### config.mk
export PLATFORM = sky130hd
export DESIGN_NAME = uart_rx_param
export DESIGN_NICKNAME = d
export VERILOG_FILES = /design/src/rtl/uart_rx_param.sv
export SDC_FILE = /design/constraint.sdc
export NUM_CORES = 1
export LEC_CHECK = 0
export CAP_MARGIN = 20
export CORE_ASPECT_RATIO = 2
export CORE_UTILIZATION = 40
export CTS_BUF_LIST = sky130_fd_sc_hd__clkbuf_16
export DETAILED_ROUTE_END_ITERATION = 16
export RECOVER_POWER = 25
export SYNTH_ARGS = -nofsm -noshare
export SYNTH_HDL_FRONTEND = slang
export SYNTH_SLANG_ARGS = --single-unit
### constraint.sdc
create_clock -name clk -period 3.82 [get_ports clk]
set_input_delay 0.764 -clock clk [delete_from_list [all_inputs] [get_ports clk]]
set_output_delay 0.764 -clock clk [all_outputs]
set_load 0.02 [all_outputs]
### src/rtl/uart_rx_param.sv
// Oversampling UART receiver: runtime frame config (5-9 data bits, parity, 1/2 stop),
// break detection and an output FIFO with valid/ready and per-entry error flags.
module uart_rx_param #(
    parameter int unsigned CLK_DIV           = 4,
    parameter int unsigned OVERSAMPLE        = 16,
    parameter int unsigned MAX_DATABITS      = 9,
    parameter int unsigned FIFO_DEPTH        = 8,
    parameter int unsigned WIDTH_CONFIG_ADDR = 2,
    parameter int unsigned WIDTH_CONFIG_DATA = 8,
    parameter logic [WIDTH_CONFIG_ADDR-1:0] CFG_ADDR = 2'b01
) (
    input  logic                         clk,
    input  logic                         rst,
    input  logic                         in,
    input  logic [WIDTH_CONFIG_ADDR-1:0] c_addr,
    input  logic                         c_valid,
    input  logic [WIDTH_CONFIG_DATA-1:0] c_data,
    output logic                         c_ready,
    output logic [MAX_DATABITS-1:0]      out,
    output logic [2:0]                   out_err,
    output logic                         out_valid,
    input  logic                         out_ready,
    output logic                         overrun
);
    localparam int unsigned TICK_W   = (CLK_DIV > 1) ? $clog2(CLK_DIV) : 1;
    localparam int unsigned PH_W     = $clog2(OVERSAMPLE);
    localparam int unsigned BIT_W    = $clog2(MAX_DATABITS + 1);
    localparam int unsigned PTR_W    = $clog2(FIFO_DEPTH);
    localparam int unsigned CNT_W    = PTR_W + 1;
    localparam int unsigned MID      = OVERSAMPLE / 2;
    localparam int unsigned RST_BITS = (MAX_DATABITS < 8) ? MAX_DATABITS : 8;

    typedef struct packed {
        logic                    brk;
        logic                    frm;
        logic                    par;
        logic [MAX_DATABITS-1:0] data;
    } entry_t;

    typedef enum logic [2:0] {IDLE, START, DATA, PARITY, STOP, WAIT_IDLE} state_t;

    logic [1:0]              sync_q, sync_d;
    logic                    rx_prev_q, rx_prev_d;
    logic [TICK_W-1:0]       tick_q, tick_d;
    logic [PH_W-1:0]         phase_q, phase_d;
    state_t                  state_q, state_d;
    logic [1:0]              samp_q, samp_d;
    logic [BIT_W-1:0]        bit_cnt_q, bit_cnt_d;
    logic                    stop_cnt_q, stop_cnt_d;
    logic [MAX_DATABITS-1:0] shreg_q, shreg_d;
    logic                    par_bit_q, par_bit_d;
    logic                    stop0_q, stop0_d;
    logic                    frm_q, frm_d;
    logic [1:0]              par_mode_q, par_mode_d;
    logic                    two_stop_q, two_stop_d;
    logic [BIT_W-1:0]        nbits_q, nbits_d;
    logic                    pend_q, pend_d;
    entry_t                  pend_ent_q, pend_ent_d;
    entry_t                  mem_q [FIFO_DEPTH];
    logic [PTR_W-1:0]        wr_ptr_q, wr_ptr_d, rd_ptr_q, rd_ptr_d;
    logic [CNT_W-1:0]        count_q, count_d;
    entry_t                  head_q, head_d;
    logic                    out_valid_q, out_valid_d;
    logic                    overrun_q, overrun_d;
    logic                    c_ready_q, c_ready_d;

    logic       rx_s, tick_c, vote_ev, vote, par_en, cfg_acc;
    logic       pop, push_ok, fe, stop0_now, brk, perr;
    logic [2:0] cfg_fld;
    logic       unused_cfg_bits;

    assign unused_cfg_bits = ^c_data[WIDTH_CONFIG_DATA-1:6];

    assign rx_s    = sync_q[1];
    assign tick_c  = (tick_q == TICK_W'(CLK_DIV - 1));
    assign vote_ev = tick_c && (phase_q == PH_W'(MID + 1));
    assign vote    = (samp_q[1] & samp_q[0]) | (samp_q[1] & rx_s) | (samp_q[0] & rx_s);
    assign par_en  = (par_mode_q == 2'b01) || (par_mode_q == 2'b10);

    // Synchroniser, tick divider and configuration register
    always_comb begin
        sync_d     = {sync_q[0], in};
        rx_prev_d  = rx_s;
        tick_d     = tick_c ? '0 : tick_q + TICK_W'(1);
        cfg_acc    = c_valid && c_ready_q && (c_addr == CFG_ADDR);
        cfg_fld    = c_data[5:3];
        par_mode_d = par_mode_q;
        two_stop_d = two_stop_q;
        nbits_d    = nbits_q;
        if (cfg_acc) begin
            par_mode_d = c_data[1:0];
            two_stop_d = c_data[2];
            if (cfg_fld > 3'd4 || (32'(cfg_fld) + 32'd5) > MAX_DATABITS)
                nbits_d = BIT_W'(MAX_DATABITS);
            else
                nbits_d = BIT_W'(32'(cfg_fld) + 32'd5);
        end
    end

    // Frame FSM: every decision is taken on the third mid-bit sample
    always_comb begin
        state_d    = state_q;
        phase_d    = phase_q;
        samp_d     = samp_q;
        bit_cnt_d  = bit_cnt_q;
        stop_cnt_d = stop_cnt_q;
        shreg_d    = shreg_q;
        par_bit_d  = par_bit_q;
        stop0_d    = stop0_q;
        frm_d      = frm_q;
        pend_d     = 1'b0;
        pend_ent_d = pend_ent_q;
        fe         = frm_q | ~vote;
        stop0_now  = stop_cnt_q ? stop0_q : vote;
        brk        = ~(|shreg_q) & ~(par_en & par_bit_q) & ~stop0_now;
        perr       = par_en & ~brk & ((^shreg_q ^ par_bit_q) != (par_mode_q == 2'b10));
        if (tick_c)
            phase_d = (phase_q == PH_W'(OVERSAMPLE - 1)) ? '0 : phase_q + PH_W'(1);
        if (tick_c && phase_q >= PH_W'(MID - 1) && phase_q <= PH_W'(MID + 1))
            samp_d = {samp_q[0], rx_s};
        case (state_q)
            IDLE: begin
                if (rx_prev_q && !rx_s) begin
                    phase_d = '0;
                    state_d = START;
                end
            end
            START: begin
                if (vote_ev) begin
                    if (vote) begin
                        state_d = IDLE;
                    end else begin
                        state_d    = DATA;
                        bit_cnt_d  = '0;
                        shreg_d    = '0;
                        frm_d      = 1'b0;
                        stop_cnt_d = 1'b0;
                    end
                end
            end
            DATA: begin
                if (vote_ev) begin
                    shreg_d   = shreg_q | (MAX_DATABITS'(vote) << bit_cnt_q);
                    bit_cnt_d = bit_cnt_q + BIT_W'(1);
                    if (bit_cnt_q == nbits_q - BIT_W'(1))
                        state_d = par_en ? PARITY : STOP;
                end
            end
            PARITY: begin
                if (vote_ev) begin
                    par_bit_d = vote;
                    state_d   = STOP;
                end
            end
            STOP: begin
                if (vote_ev) begin
                    frm_d = fe;
                    if (!stop_cnt_q) stop0_d = vote;
                    if (!two_stop_q || stop_cnt_q) begin
                        pend_d     = 1'b1;
                        pend_ent_d = '{brk: brk, frm: fe, par: perr, data: shreg_q};
                        state_d    = rx_s ? IDLE : WAIT_IDLE;
                    end else begin
                        stop_cnt_d = 1'b1;
                    end
                end
            end
            WAIT_IDLE: begin
                if (rx_s) state_d = IDLE;
            end
            default: state_d = IDLE;
        endcase
        c_ready_d = (state_d == IDLE);
    end

    // Output FIFO; a config write flushes it, including any entry about to be pushed
    always_comb begin
        pop       = out_valid_q && out_ready && !cfg_acc;
        push_ok   = pend_q && !cfg_acc && ((count_q != CNT_W'(FIFO_DEPTH)) || pop);
        overrun_d = cfg_acc ? 1'b0 : (overrun_q | (pend_q & ~cfg_acc & ~push_ok));
        wr_ptr_d  = cfg_acc ? '0 : (push_ok ? wr_ptr_q + PTR_W'(1) : wr_ptr_q);
        rd_ptr_d  = cfg_acc ? '0 : (pop ? rd_ptr_q + PTR_W'(1) : rd_ptr_q);
        count_d   = cfg_acc ? '0 : count_q + CNT_W'(push_ok) - CNT_W'(pop);
        out_valid_d = (count_d != '0);
        if (count_d == '0)
            head_d = '0;
        else if (push_ok && (count_q == CNT_W'(pop)))
            head_d = pend_ent_q;
        else
            head_d = mem_q[rd_ptr_d];
    end

    always_ff @(posedge clk) begin
        if (push_ok) mem_q[wr_ptr_q] <= pend_ent_q;
    end

    always_ff @(posedge clk) begin
        if (!rst) begin
            sync_q      <= 2'b11;
            rx_prev_q   <= 1'b1;
            tick_q      <= '0;
            phase_q     <= '0;
            state_q     <= IDLE;
            samp_q      <= '0;
            bit_cnt_q   <= '0;
            stop_cnt_q  <= 1'b0;
            shreg_q     <= '0;
            par_bit_q   <= 1'b0;
            stop0_q     <= 1'b1;
            frm_q       <= 1'b0;
            par_mode_q  <= 2'b00;
            two_stop_q  <= 1'b0;
            nbits_q     <= BIT_W'(RST_BITS);
            pend_q      <= 1'b0;
            pend_ent_q  <= '0;
            wr_ptr_q    <= '0;
            rd_ptr_q    <= '0;
            count_q     <= '0;
            head_q      <= '0;
            out_valid_q <= 1'b0;
            overrun_q   <= 1'b0;
            c_ready_q   <= 1'b1;
        end else begin
            sync_q      <= sync_d;
            rx_prev_q   <= rx_prev_d;
            tick_q      <= tick_d;
            phase_q     <= phase_d;
            state_q     <= state_d;
            samp_q      <= samp_d;
            bit_cnt_q   <= bit_cnt_d;
            stop_cnt_q  <= stop_cnt_d;
            shreg_q     <= shreg_d;
            par_bit_q   <= par_bit_d;
            stop0_q     <= stop0_d;
            frm_q       <= frm_d;
            par_mode_q  <= par_mode_d;
            two_stop_q  <= two_stop_d;
            nbits_q     <= nbits_d;
            pend_q      <= pend_d;
            pend_ent_q  <= pend_ent_d;
            wr_ptr_q    <= wr_ptr_d;
            rd_ptr_q    <= rd_ptr_d;
            count_q     <= count_d;
            head_q      <= head_d;
            out_valid_q <= out_valid_d;
            overrun_q   <= overrun_d;
            c_ready_q   <= c_ready_d;
        end
    end

    assign c_ready   = c_ready_q;
    assign out       = head_q.data;
    assign out_err   = {head_q.brk, head_q.frm, head_q.par};
    assign out_valid = out_valid_q;
    assign overrun   = overrun_q;

endmodule

Word-level counts from Yosys, hierarchy flattened. Memory sizes are Yosys's and may differ from the RTL's. Index checks and enable logic that the tools add are counted.

Bits in writable memories: 96. Word-level logic and storage cells: 165. Memories: 1. Register bits: 76.

Memories: mem_q (depth 8, width 12, read ports 1, clocked after Yosys merged registers in 0, wr ports 1, line 59) `entry_t mem_q [FIFO_DEPTH];`.

Add/subtract/negate cells: 9. Shifts and indexed selects: 1. Multiplexer cells: 40. Eq/ne operators: 20. Magnitude comparators: 4. Reduce and logical (&&, ||, !) cells: 36. Bitwise gates (word level): 24.

Operator list (number): 3-bit two-way mux (12); 4-bit two-way mux (9); 32-bit by 4-bit greater-than comparator with 1-bit output (second input constant) (1); 9-bit two-way mux (3); 3-bit one-hot mux with 6 select lines (1); 9-bit one-hot mux with 2 select lines (1); 12-bit two-way mux (1); 1-bit logical AND (11); 1-bit AND (10); 2-bit != test (second input constant) (5); 1-bit two-way mux (9); 9-bit bitwise OR (1); 9-bit OR reduction (1); 9-bit XOR reduction (1); 1-bit by 4-bit left shift with 9-bit output (1); 4-bit by 1-bit adder with 4-bit output (second input constant) (2); 4-bit == test (second input constant) (2); 1-bit NOT (8); 4-bit one-hot mux with 2 select lines (1); 4-bit AND reduction (2); 3-bit by 1-bit adder with 3-bit output (second input constant) (2); 3-bit by 2-bit == test with 1-bit output (second input constant) (2); 3-bit == test (second input constant) (2); 3-bit logical NOT (2); other kinds (28) (44).

Depth between registers and ports, before layout.
Depth after elaboration: 11. Depth in mapped cells: 13. Mapped depth without buffers: 12.

Least setup slack after synthesis. No wires, ideal clock.

Kind: in2reg. Start: in c_valid. End: reg head_q (netlist bit out[7]). Slack: 0.446 ns. Required time: 3.688 ns. Library setup time: 0.132 ns. Data arrival time: 3.241 ns. Buffers on the path: 2. Cell stages on the path: 13. Path through: and4b_1 buf_4 a311oi_2 inv_1 ha_1 inv_1 ha_1 fa_1 xor2_1 nor3_1 a21o_1 buf_2 a2111oi_2.

Cells in the longest elaborated chain, start to end: 11.

Ends and longest elaborated chain: from (decl) (line 16) `input logic c_valid,`; 1-bit logical AND (*) (2 in series) (line 85) `cfg_acc = c_valid && c_ready_q && (c_addr == CFG_ADDR);`; 1-bit logical NOT (line 178, 179); 1-bit logical AND (line 178) `pop = out_valid_q && out_ready && !cfg_acc;`; 1-bit logical OR (line 179) `push_ok = pend_q && !cfg_acc && ((count_q != CNT_W'(FIFO_DEPTH)) || pop);`; 1-bit logical AND (line 179); 4-bit by 1-bit adder with 4-bit output (line 183) `count_d = cfg_acc ? '0 : count_q + CNT_W'(push_ok) - CNT_W'(pop);`; 4-bit by 1-bit subtractor with 4-bit output (line 183); 4-bit two-way mux (line 183); 4-bit logical NOT (line 185) `if (count_d == '0)`; 2-bit OR reduction (no source line); to (signal assigned) (line 219) `head_q <= '0;`; to (signal assigned) (line 244) `head_q <= head_d;`; to (decl) (line 62) `entry_t head_q, head_d;`.

Every way passes the cells marked *; elsewhere a longest branch is shown, timed or not. A chain may end at the register's enable or synchronous reset.

Worst setup path in the final report.
Start: in c_addr[1]. End: reg head_q (netlist bit out[8]).

Cells in the longest elaborated chain, start to end: 11.

Ends and longest elaborated chain: from (decl) (line 15) `input logic [WIDTH_CONFIG_ADDR-1:0] c_addr,`; 2-bit by 1-bit == test with 1-bit output (*) (line 85); 1-bit logical AND (*) (line 85); 1-bit logical NOT (line 178, 179); 1-bit logical AND (line 178); 1-bit logical OR (line 179); 1-bit logical AND (line 179); 4-bit by 1-bit adder with 4-bit output (line 183); 4-bit by 1-bit subtractor with 4-bit output (line 183); 4-bit two-way mux (line 183); 4-bit logical NOT (line 185); 2-bit OR reduction (no source line).

Marked as above.

==> flow_summary.json <==
{
  "die_area_mm2": 0.0200,
  "layout.nets": 757,
  "synth_top_family_by_area": "compound AO/OA/AOI/OAI gates",
  "ir_worst_vdd_mv": 0.295,
  "die_y_um": 199,
  "syn-cell-area_mm2": 0.00777,
  "cts_max_level": 4,
  "fmax_ghz": 0.299,
  "vias": 5476,
  "hold_viol_final": 0,
  "synth.area.top_cells": "edfxtp_1 (37%), dfxtp_1 (20%), nor2_1 (4.2%)",
  "cts_tree": "built",
  "yosys.area_share.simple_pct": 13.3,
  "worstSetupEndpointType": "register",
  "port_buffers": 27,
  "outcome": "finished, final reports clean",
  "p_switching_mw": 1.37,
  "fill_cells": 1759,
  "drv_cap": 0,
  "dpl.hpwl_um": 12700,
  "antenna_cells": 0,
  "clk_latency_ps": 420,
  "worstReg2RegStart": "count_q[2]",
  "syn-num-nets": 731,
  "grt_pass1_wl_um": 28700,
  "startpoint_type": "input port",
  "grt_pass1_vias": 5829,
  "hp-start": "sync_q[0]",
  "cts-buffers-inserted": 17,
  "drive_above_1_share_pct": 12.0,
  "synth_area_per_cell_um2": 11.2,
  "yosysUniqueCellTypes": 64,
  "dr.pass1.iters": 4,
  "synth_edf_count": 96,
  "place_congestion": 0.810,
  "synthMuxAreaShare_pct": 2.63,
  "sw_frac_of_total_pct": 28.5,
  "clockBufferDepth": 2,
  "ys_seq_area_share_pct": 56.7,
  "slew_viol_final": 0,
  "crit_type": "in -> reg",
  "place_area_mm2": 0.00828,
  "post-route-min-period_ps": 3350,
  "post_cts_resized": 0,
  "grt_max_degree": 46,
  "dp_cells": 955,
  "worstPathRequired_ps": 4120,
  "async_flop_share_pct": 0,
  "postCtsSetupBuffers": 0,
  "setup_viol": 0,
  "core_area_mm2": 0.0189,
  "dieWidth_um": 101,
  "finClkSkew_ps": 9.26,
  "wl_per_cell_um": 17.9,
  "antenna_left": 0,
  "pwr-share-seq_pct": 42.8,
  "p_per_area_mw_per_mm2": 542,
  "power_mw": 4.80,
  "start_util_pct": 41.0,
  "r2r_end": "out[8]",
  "pwr-share-comb_pct": 22.6,
  "rsz0062_at_grt": "no",
  "period_share_pct": 87.6,
  "relSlewSlack_pct": 46.8,
  "fin_area_mm2": 0.00885,
  "pwr-share-clk_pct": 34.7,
  "io_pins": 30,
  "first_iter_violations": 238,
  "max_slew.worst_pin.slew_ps": 793,
  "seq_area_mm2": 0.00440,
  "grt_antenna_before_repair": 0,
  "synth_top_area_share_pct": 37.1,
  "ctsHoldBuffers": 0,
  "area_growth_syn_to_layout_pct": 14.0,
  "hold_path_depth": 1,
  "clk_pin_slew_ps": 70,
  "synth-warning-count": 0,
  "arrival_ps": 3650,
  "stdcell_count": 987,
  "synth-adder-area-share_pct": 3.95,
  "synthFlopType": "edfxtp_1",
  "reg2reg_slack_ps": 920,
  "crit_fanout": 13,
  "p_leak_nw": 3.08,
  "netlist_instances": 693,
  "worstHoldPathType": "reg -> reg",
  "r2r_cells": 13,
  "grt_usage_pct": 19.0,
  "post-route-drc-count": 0,
  "root_buffer": "clkbuf_16",
  "fin_setup_tns_ps": 0,
  "rows": 71,
  "synth_top_area_cell": "edfxtp_1",
  "final_core_util_pct": 46.8,
  "synth-compound-area-share_pct": 16.4,
  "numClockSinks": 172,
  "wl_um": 17700,
  "synth-xor-area-share_pct": 2.26,
  "ys_ff_latch": 172,
  "holdPathEnd": "sync_q[1]",
  "viasPerCell": 5.55,
  "overflow": 0,
  "intPower_mw": 3.43,
  "multi_input_area_mm2": 0.00300
}
## critical path: stages
cell and delay, ps:
clkdlybuf4s50_1 460, and4b_2 250, a311oi_2 290, inv_1 90, ha_1 290, inv_1 40, ha_1 200, fa_1 380
xor2_1 190, nor3_1 70, a21o_1 190, buf_12 160, a2111oi_1 270
## layout make-up
cell class	instances	area share, %
Clock inverter	15	1.68
Sequential cell	172	49.8
Tap cell	255	3.61
Timing Repair Buffer	49	5.06
Inverter	29	1.23
Clock buffer	17	4.81
Multi-Input combinational cell	450	33.8
## placed cells by master, fill, tap and decap left out, types with 17 or more instances in the layout
| master | n |
|---|---|
| buf_4 | 21 |
| clkdlybuf4s50_1 | 27 |
| inv_1 | 29 |
| o32ai_1 | 36 |
| a21oi_1 | 48 |
| nand3_1 | 22 |
| edfxtp_1 | 96 |
| o21ai_0 | 18 |
| nand2_1 | 57 |
| dfxtp_1 | 76 |
| nor2_1 | 87 |
| mux2i_1 | 17 |
| ha_1 | 22 |
| clkbuf_16 | 17 |
## sequential cells by signal (all words and copies together), names as in the netlist, 2 cells and up
signal	count
sync_q	2
out_err	3
samp_q	2
out	9
bit_cnt_q	4
state_q	3
phase_q	4
tick_q	2
pend_ent_q	12
nbits_q	4
wr_ptr_q	3
rd_ptr_q	3
par_mode_q	2
shreg_q	9
mem_q	96
count_q	4
## worst max path at each step
stage,startpoint,cells after the start,to,slack (ps)
floorplan,c_valid,13,out[7],450
global placement,c_addr[1],13,out[8],140
detailed placement,c_addr[1],13,out[8],30
CTS,c_addr[1],13,out[8],460
global route,c_addr[1],13,out[8],240
finish,c_addr[1],13,out[8],470
## power by group through the flow
stage               logic, mW  registers, mW  clock network [mW]
floorplan               0.704           2.16                   0
global placement         1.05           2.09                   0
detailed placement       1.09           2.09                   0
CTS                      1.09           2.05                1.70
global route             1.19           2.06                1.77
finish                   1.08           2.05                1.66
## logic make-up (layout without fill, tap and decap cells)
group                    Yosys count  after routing
adder cells (fa/ha/maj)           24             24
XOR/XNOR                          20             20
multiplexers                      20             20
buffers and inverters             71            110
AND/OR/NAND/NOR                  218            218
flip-flops                       172            172
AO/OA/AOI/OAI                    168            168
## Yosys cell counts (3+ instances only)
cell type / count
clkbuf_1: 12
a31oi_1: 15
buf_2: 14
nand2b_1: 10
mux2i_1: 17
or3_1: 3
o21ai_0: 18
xnor2_1: 11
nand2_1: 57
o32ai_1: 36
a2111oi_2: 11
edfxtp_1: 96
a21o_1: 5
a31o_2: 7
a21oi_1: 48
buf_6: 7
dfxtp_1: 76
and3_1: 7
inv_1: 28
nand3_1: 22
a31o_1: 6
mux2_2: 3
nor2_1: 87
buf_4: 8
xor2_1: 9
ha_1: 22
nor3_1: 9
nor3b_1: 4
## routing by layer
metal | track usage, % | wire length [um]
met4 | 11.8 | 807
met2 | 37.5 | 10200
met1 | 17.4 | 6160
met3 | 3.39 | 483
met5 | 0 | 0
## per-stage QoR
stage,setup WS (ps),hold WS (ps)
final,473,421
after global routing,243,441
after CTS,465,429
after detailed placement,29.5,415
after global placement,141,389
after floorplan,446,386
(Power assumes the default switching activity.)
